==> src/rtl/op_sequencer.sv <==
// Fetch/dispatch sequencer ahead of the FPU: walks operand memory from address 0
// and issues one operation at a time, forwarding each result with its entry index.
module op_sequencer #(
    parameter int ADDR_W  = 8,
    parameter int DATA_W  = 16,
    parameter int TIMEOUT = 1023
) (
    input  logic              clk,
    input  logic              reset,
    input  logic              start,
    input  logic [ADDR_W:0]   count,
    output logic [ADDR_W-1:0] address,
    input  logic [1:0]        op,
    input  logic [DATA_W-1:0] opA,
    input  logic [DATA_W-1:0] opB,
    output logic              iss_valid,
    input  logic              iss_ready,
    output logic [1:0]        iss_op,
    output logic [DATA_W-1:0] iss_a,
    output logic [DATA_W-1:0] iss_b,
    input  logic              res_valid,
    input  logic [DATA_W-1:0] res_data,
    output logic              out_valid,
    output logic [DATA_W-1:0] out_data,
    output logic [ADDR_W-1:0] out_index,
    output logic              busy,
    output logic              done,
    output logic              timeout
);

    localparam int TW = $clog2(TIMEOUT + 1);

    typedef enum logic [2:0] {
        S_IDLE,
        S_FETCH,
        S_ISSUE,
        S_WAIT,
        S_DONE
    } state_t;

    state_t          state;
    logic [ADDR_W:0] cnt_l;
    logic [TW-1:0]   wcnt;
    logic            last_entry;
    logic            wait_expired;

    // count is at least 1 whenever WAIT is reachable, so count-1 never underflows here
    assign last_entry   = ({1'b0, address} == (cnt_l - (ADDR_W + 1)'(1)));
    assign wait_expired = (wcnt == TW'(TIMEOUT - 1));

    always_ff @(posedge clk) begin
        if (reset) begin
            state     <= S_IDLE;
            address   <= '0;
            cnt_l     <= '0;
            wcnt      <= '0;
            iss_valid <= 1'b0;
            iss_op    <= '0;
            iss_a     <= '0;
            iss_b     <= '0;
            out_valid <= 1'b0;
            out_data  <= '0;
            out_index <= '0;
            busy      <= 1'b0;
            done      <= 1'b0;
            timeout   <= 1'b0;
        end else begin
            out_valid <= 1'b0;
            case (state)
                // DONE re-arms on start exactly like IDLE
                S_IDLE, S_DONE: begin
                    if (start) begin
                        cnt_l   <= count;
                        address <= '0;
                        timeout <= 1'b0;
                        if (count == '0) begin
                            state <= S_DONE;
                            done  <= 1'b1;
                            busy  <= 1'b0;
                        end else begin
                            state <= S_FETCH;
                            done  <= 1'b0;
                            busy  <= 1'b1;
                        end
                    end
                end
                S_FETCH: begin
                    iss_op    <= op;
                    iss_a     <= opA;
                    iss_b     <= opB;
                    iss_valid <= 1'b1;
                    state     <= S_ISSUE;
                end
                S_ISSUE: begin
                    if (iss_ready) begin
                        iss_valid <= 1'b0;
                        wcnt      <= '0;
                        state     <= S_WAIT;
                    end
                end
                S_WAIT: begin
                    wcnt <= wcnt + TW'(1);
                    if (res_valid) begin
                        out_valid <= 1'b1;
                        out_data  <= res_data;
                        out_index <= address;
                        if (last_entry) begin
                            state <= S_DONE;
                            done  <= 1'b1;
                            busy  <= 1'b0;
                        end else begin
                            address <= address + ADDR_W'(1);
                            state   <= S_FETCH;
                        end
                    end else if (wait_expired) begin
                        timeout <= 1'b1;
                        state   <= S_DONE;
                        done    <= 1'b1;
                        busy    <= 1'b0;
                    end
                end
                default: begin
                    state <= S_IDLE;
                end
            endcase
        end
    end

endmodule

==> config.mk <==
export PLATFORM = sky130hd
export DESIGN_NAME = op_sequencer
export DESIGN_NICKNAME = d
export VERILOG_FILES = /design/src/rtl/op_sequencer.sv
export SDC_FILE = /design/constraint.sdc
export NUM_CORES = 1
export LEC_CHECK = 0
export BUFFER_PORTS_ARGS = -buffer_cell sky130_fd_sc_hd__buf_2
export CAP_MARGIN = 10
export CORE_AREA = 5 5 74 127
export CTS_BUF_LIST = sky130_fd_sc_hd__clkbuf_2 sky130_fd_sc_hd__clkbuf_4 sky130_fd_sc_hd__clkbuf_8
export DETAILED_ROUTE_END_ITERATION = 16
export DIE_AREA = 0 0 79 132
export PLACE_DENSITY = 0.77
export SETUP_SLACK_MARGIN = 0.2
export SKIP_CTS_REPAIR_TIMING = 1
export SYNTH_ARGS = -nofsm -noshare
export SYNTH_HDL_FRONTEND = slang
export SYNTH_SLANG_ARGS = --single-unit
export TNS_END_PERCENT = 5
==> constraint.sdc <==
create_clock -name clk -period 2.3 [get_ports clk]
set_input_delay 0.46 -clock clk [delete_from_list [all_inputs] [get_ports clk]]
set_output_delay 0.46 -clock clk [all_outputs]
set_load 0.02 [all_outputs]
==> out/results.txt <==
status - finished clean
Post-synth EDFFs - 0
final clock skew - 0.0145 ns
VDD IR max - 0.514 mV
Slew Viols, Final - 0
flops & latches, synth - 93
drt pass-1 iters - 4
initial DRC count - 207
largest net degree at the start of global routing - 44
first-pass GRT wire length - 17.6 mm
Overall Global Routing Usage - 20.8%
CTS sink cnt - 93
Vias/cell - 5.52
Clock Pin Slew Worst Setup and Hold Paths - 0.09 ns
row count - 44
Syn-to-layout area delta - 27.2%
Mapped Area - 4020 um2
HP Class - primary input to flip-flop
synthesized area per cell - 7.83 um2
Least-Margin Pin Slew - 0.688 ns
crit path capture type - flip-flop
global placement routability congestion - 0.922
Cells after Synth - 513
clock buffer count from CTS - 9
ys flop type - dfxtp_1
worst skew pair latency - 0.36 ns
Pwr per Cell Area - 782 nW/um2
period utilisation layout - 89.3%
Final Power - 0.00399 W
Root Driver - clkbuf_8
Ys Warns - 0
placed instance area - 4750 um2
Synth async-reset ratio - 0%
Seq/Total Area, Yosys - 46.4%
die span in x - 79 um
CTS tree - done
RSZ-0062 raised after global routing - true
design area - 5110 um2
clk buf depth - 2
Final nets - 707
antenna viol nets, final - 0
fin cells - 734
number of hold violations in the final report - 0
relative slew slack - 54.1%
WL final - 11.3 mm
Yosys cell types - 52
via count - 4055
leakage - 2.20 nW
critical path class - flip-flop to flip-flop
Die ar. - 10400 um2
Synth Net Count - 581
CP startpoint kind - flip-flop
total grt overflow - 0
DRC errors left - 0
dpl hpwl - 8.00 mm
layout cells sized above 1 - 30.4%
htree depth - 3
Worst Path Arrival - 2.33 ns
upper clock frequency limit - 487 MHz
ANT cells - 0
initial antenna violation count - 0
# setup viols final - 0
starting density of the core - 49.0%
crit-path max FO - 8
core area - 8200 um2
drt wl/cell - 15.4 um
CP Data Required Time - 2.57 ns
placed insts - 716
IO buf count - 134
minimum clock period - 2.05 ns
die span in y - 132 um
vias in the first global route - 3837
fin util - 62.3%
io pins - 135
max-cap violation count - 0
[path summary, 6_finish.rpt]
check             slack, ns  endpoint     start  cells past startpoint
setup / recovery       0.25      done  cnt_l[0]                      8
hold / removal         0.33  iss_b[4]    opB[4]                      3
setup reg to reg       0.25      done  cnt_l[0]                      8
hold reg to reg        0.45  iss_b[4]  iss_b[4]                      2
[report_power, final]
group	leakage, nW	internal [W]	total, W	switching (W)
combinational	1.34	0.000388	0.00100	0.000614
clock	0.106	0.000615	0.00116	0.000543
sequential	0.756	0.00173	0.00184	0.000104
total	2.20	0.00273	0.00399	0.00126
[layout make-up]
cell class,instances,area [um2]
timing repair buffer,151,811
multi-input combinational,381,2100
sequential,93,1860
tap,92,115
clock inverter,4,73.8
clock buffer,10,131
inverter,3,11.3
fill,751,3100
[Yosys cell counts, types with 2 or more instances]
cell type / count / area (um2)
a211oi_1: 7 / 52.6
a21o_1: 2 / 15.0
a21oi_1: 84 / 420
a311oi_1: 2 / 17.5
a31oi_1: 4 / 25.0
and2_1: 4 / 25.0
and3_1: 2 / 12.5
and4_1: 2 / 17.5
buf_1: 3 / 11.3
buf_2: 6 / 30.0
buf_6: 2 / 22.5
clkbuf_1: 25 / 93.8
dfxtp_1: 93 / 1860
ha_1: 4 / 50.1
inv_1: 3 / 11.3
mux2i_1: 7 / 70.1
nand2_1: 157 / 589
nand2b_1: 4 / 25.0
nand3_1: 10 / 50.1
nand4_1: 8 / 50.1
nor2_1: 29 / 109
nor2b_1: 3 / 18.8
nor3_1: 6 / 30.0
o211a_1: 2 / 20.0
o21ai_0: 3 / 15.0
or2_2: 2 / 12.5
or3_1: 7 / 43.8
xnor2_1: 6 / 52.6
xor2_1: 3 / 26.3
[registers in the layout, indices dropped and copies added (netlist names)]
| register | count |
|---|---|
| address | 8 |
| busy | 1 |
| cnt_l | 9 |
| done | 1 |
| iss_a | 16 |
| iss_b | 16 |
| iss_op | 2 |
| iss_valid | 1 |
| out_data | 16 |
| out_index | 8 |
| out_valid | 1 |
| state | 3 |
| timeout | 1 |
| wcnt | 10 |
[routing by layer]
layer | up-vias | track usage, % | wire length (um)
li1 | 1979 | - | -
met1 | 1877 | 21.6 | 4140
met2 | 159 | 37.0 | 5960
met3 | 40 | 5.68 | 734
met4 | 0 | 10.9 | 473
met5 | - | 0 | 0
[cell families after synthesis]
kind of cell | share of synthesized area, %
and+or+nand+nor | 26.7
AOI/OAI and AO/OA | 17.4
DFF | 46.4
buffers and inverters | 4.33
xor gates and xnor gates | 1.96
muxes | 2.02
adders and majority gates | 1.25
[critical path, stage by stage, from the launching register on]
cell	delay, ns
dfxtp_1	0.36
inv_2	0.06
ha_4	0.18
nand2b_1	0.17
o211a_1	0.16
o31ai_2	0.32
o211a_2	0.33
a21oi_2	0.08
o41ai_2	0.30
[per-stage QoR]
step                      TNS [ns]  hold WS, ns  setup WS [ns]
after floorplan                  0        0.447          0.218
after global placement           0        0.438          0.127
after global routing             0        0.307         0.0984
after CTS                  -0.0142        0.310        -0.0142
after detailed placement  -0.00250        0.443       -0.00250
final                            0        0.329          0.247
[cells in the final DEF (no fill, tap or decap), types with 2 or more instances in the layout]
master     synthesis  layout
a211oi_1           7       5
a21o_1             2       2
a21oi_1           84      83
a21oi_2            1       2
a311oi_1           2       2
a31oi_1            4       3
and2_1             4       3
and3_1             2       2
and4_1             2       2
buf_2              6     134
buf_4              0      16
bufinv_16          0       2
clkbuf_8           0       9
dfxtp_1           93      91
dfxtp_2            0       2
ha_1               4       3
inv_2              0       2
mux2i_1            7       7
nand2_1          157     156
nand2b_1           4       4
nand3_1           10      10
nand4_1            8       8
nor2_1            29      29
nor2b_1            3       3
nor3_1             6       5
o21ai_0            3       3
or2_2              2       2
or3_1              7       7
xnor2_1            6       6
xor2_2             0       2
No activity file was read; power rests on OpenSTA's default activity.
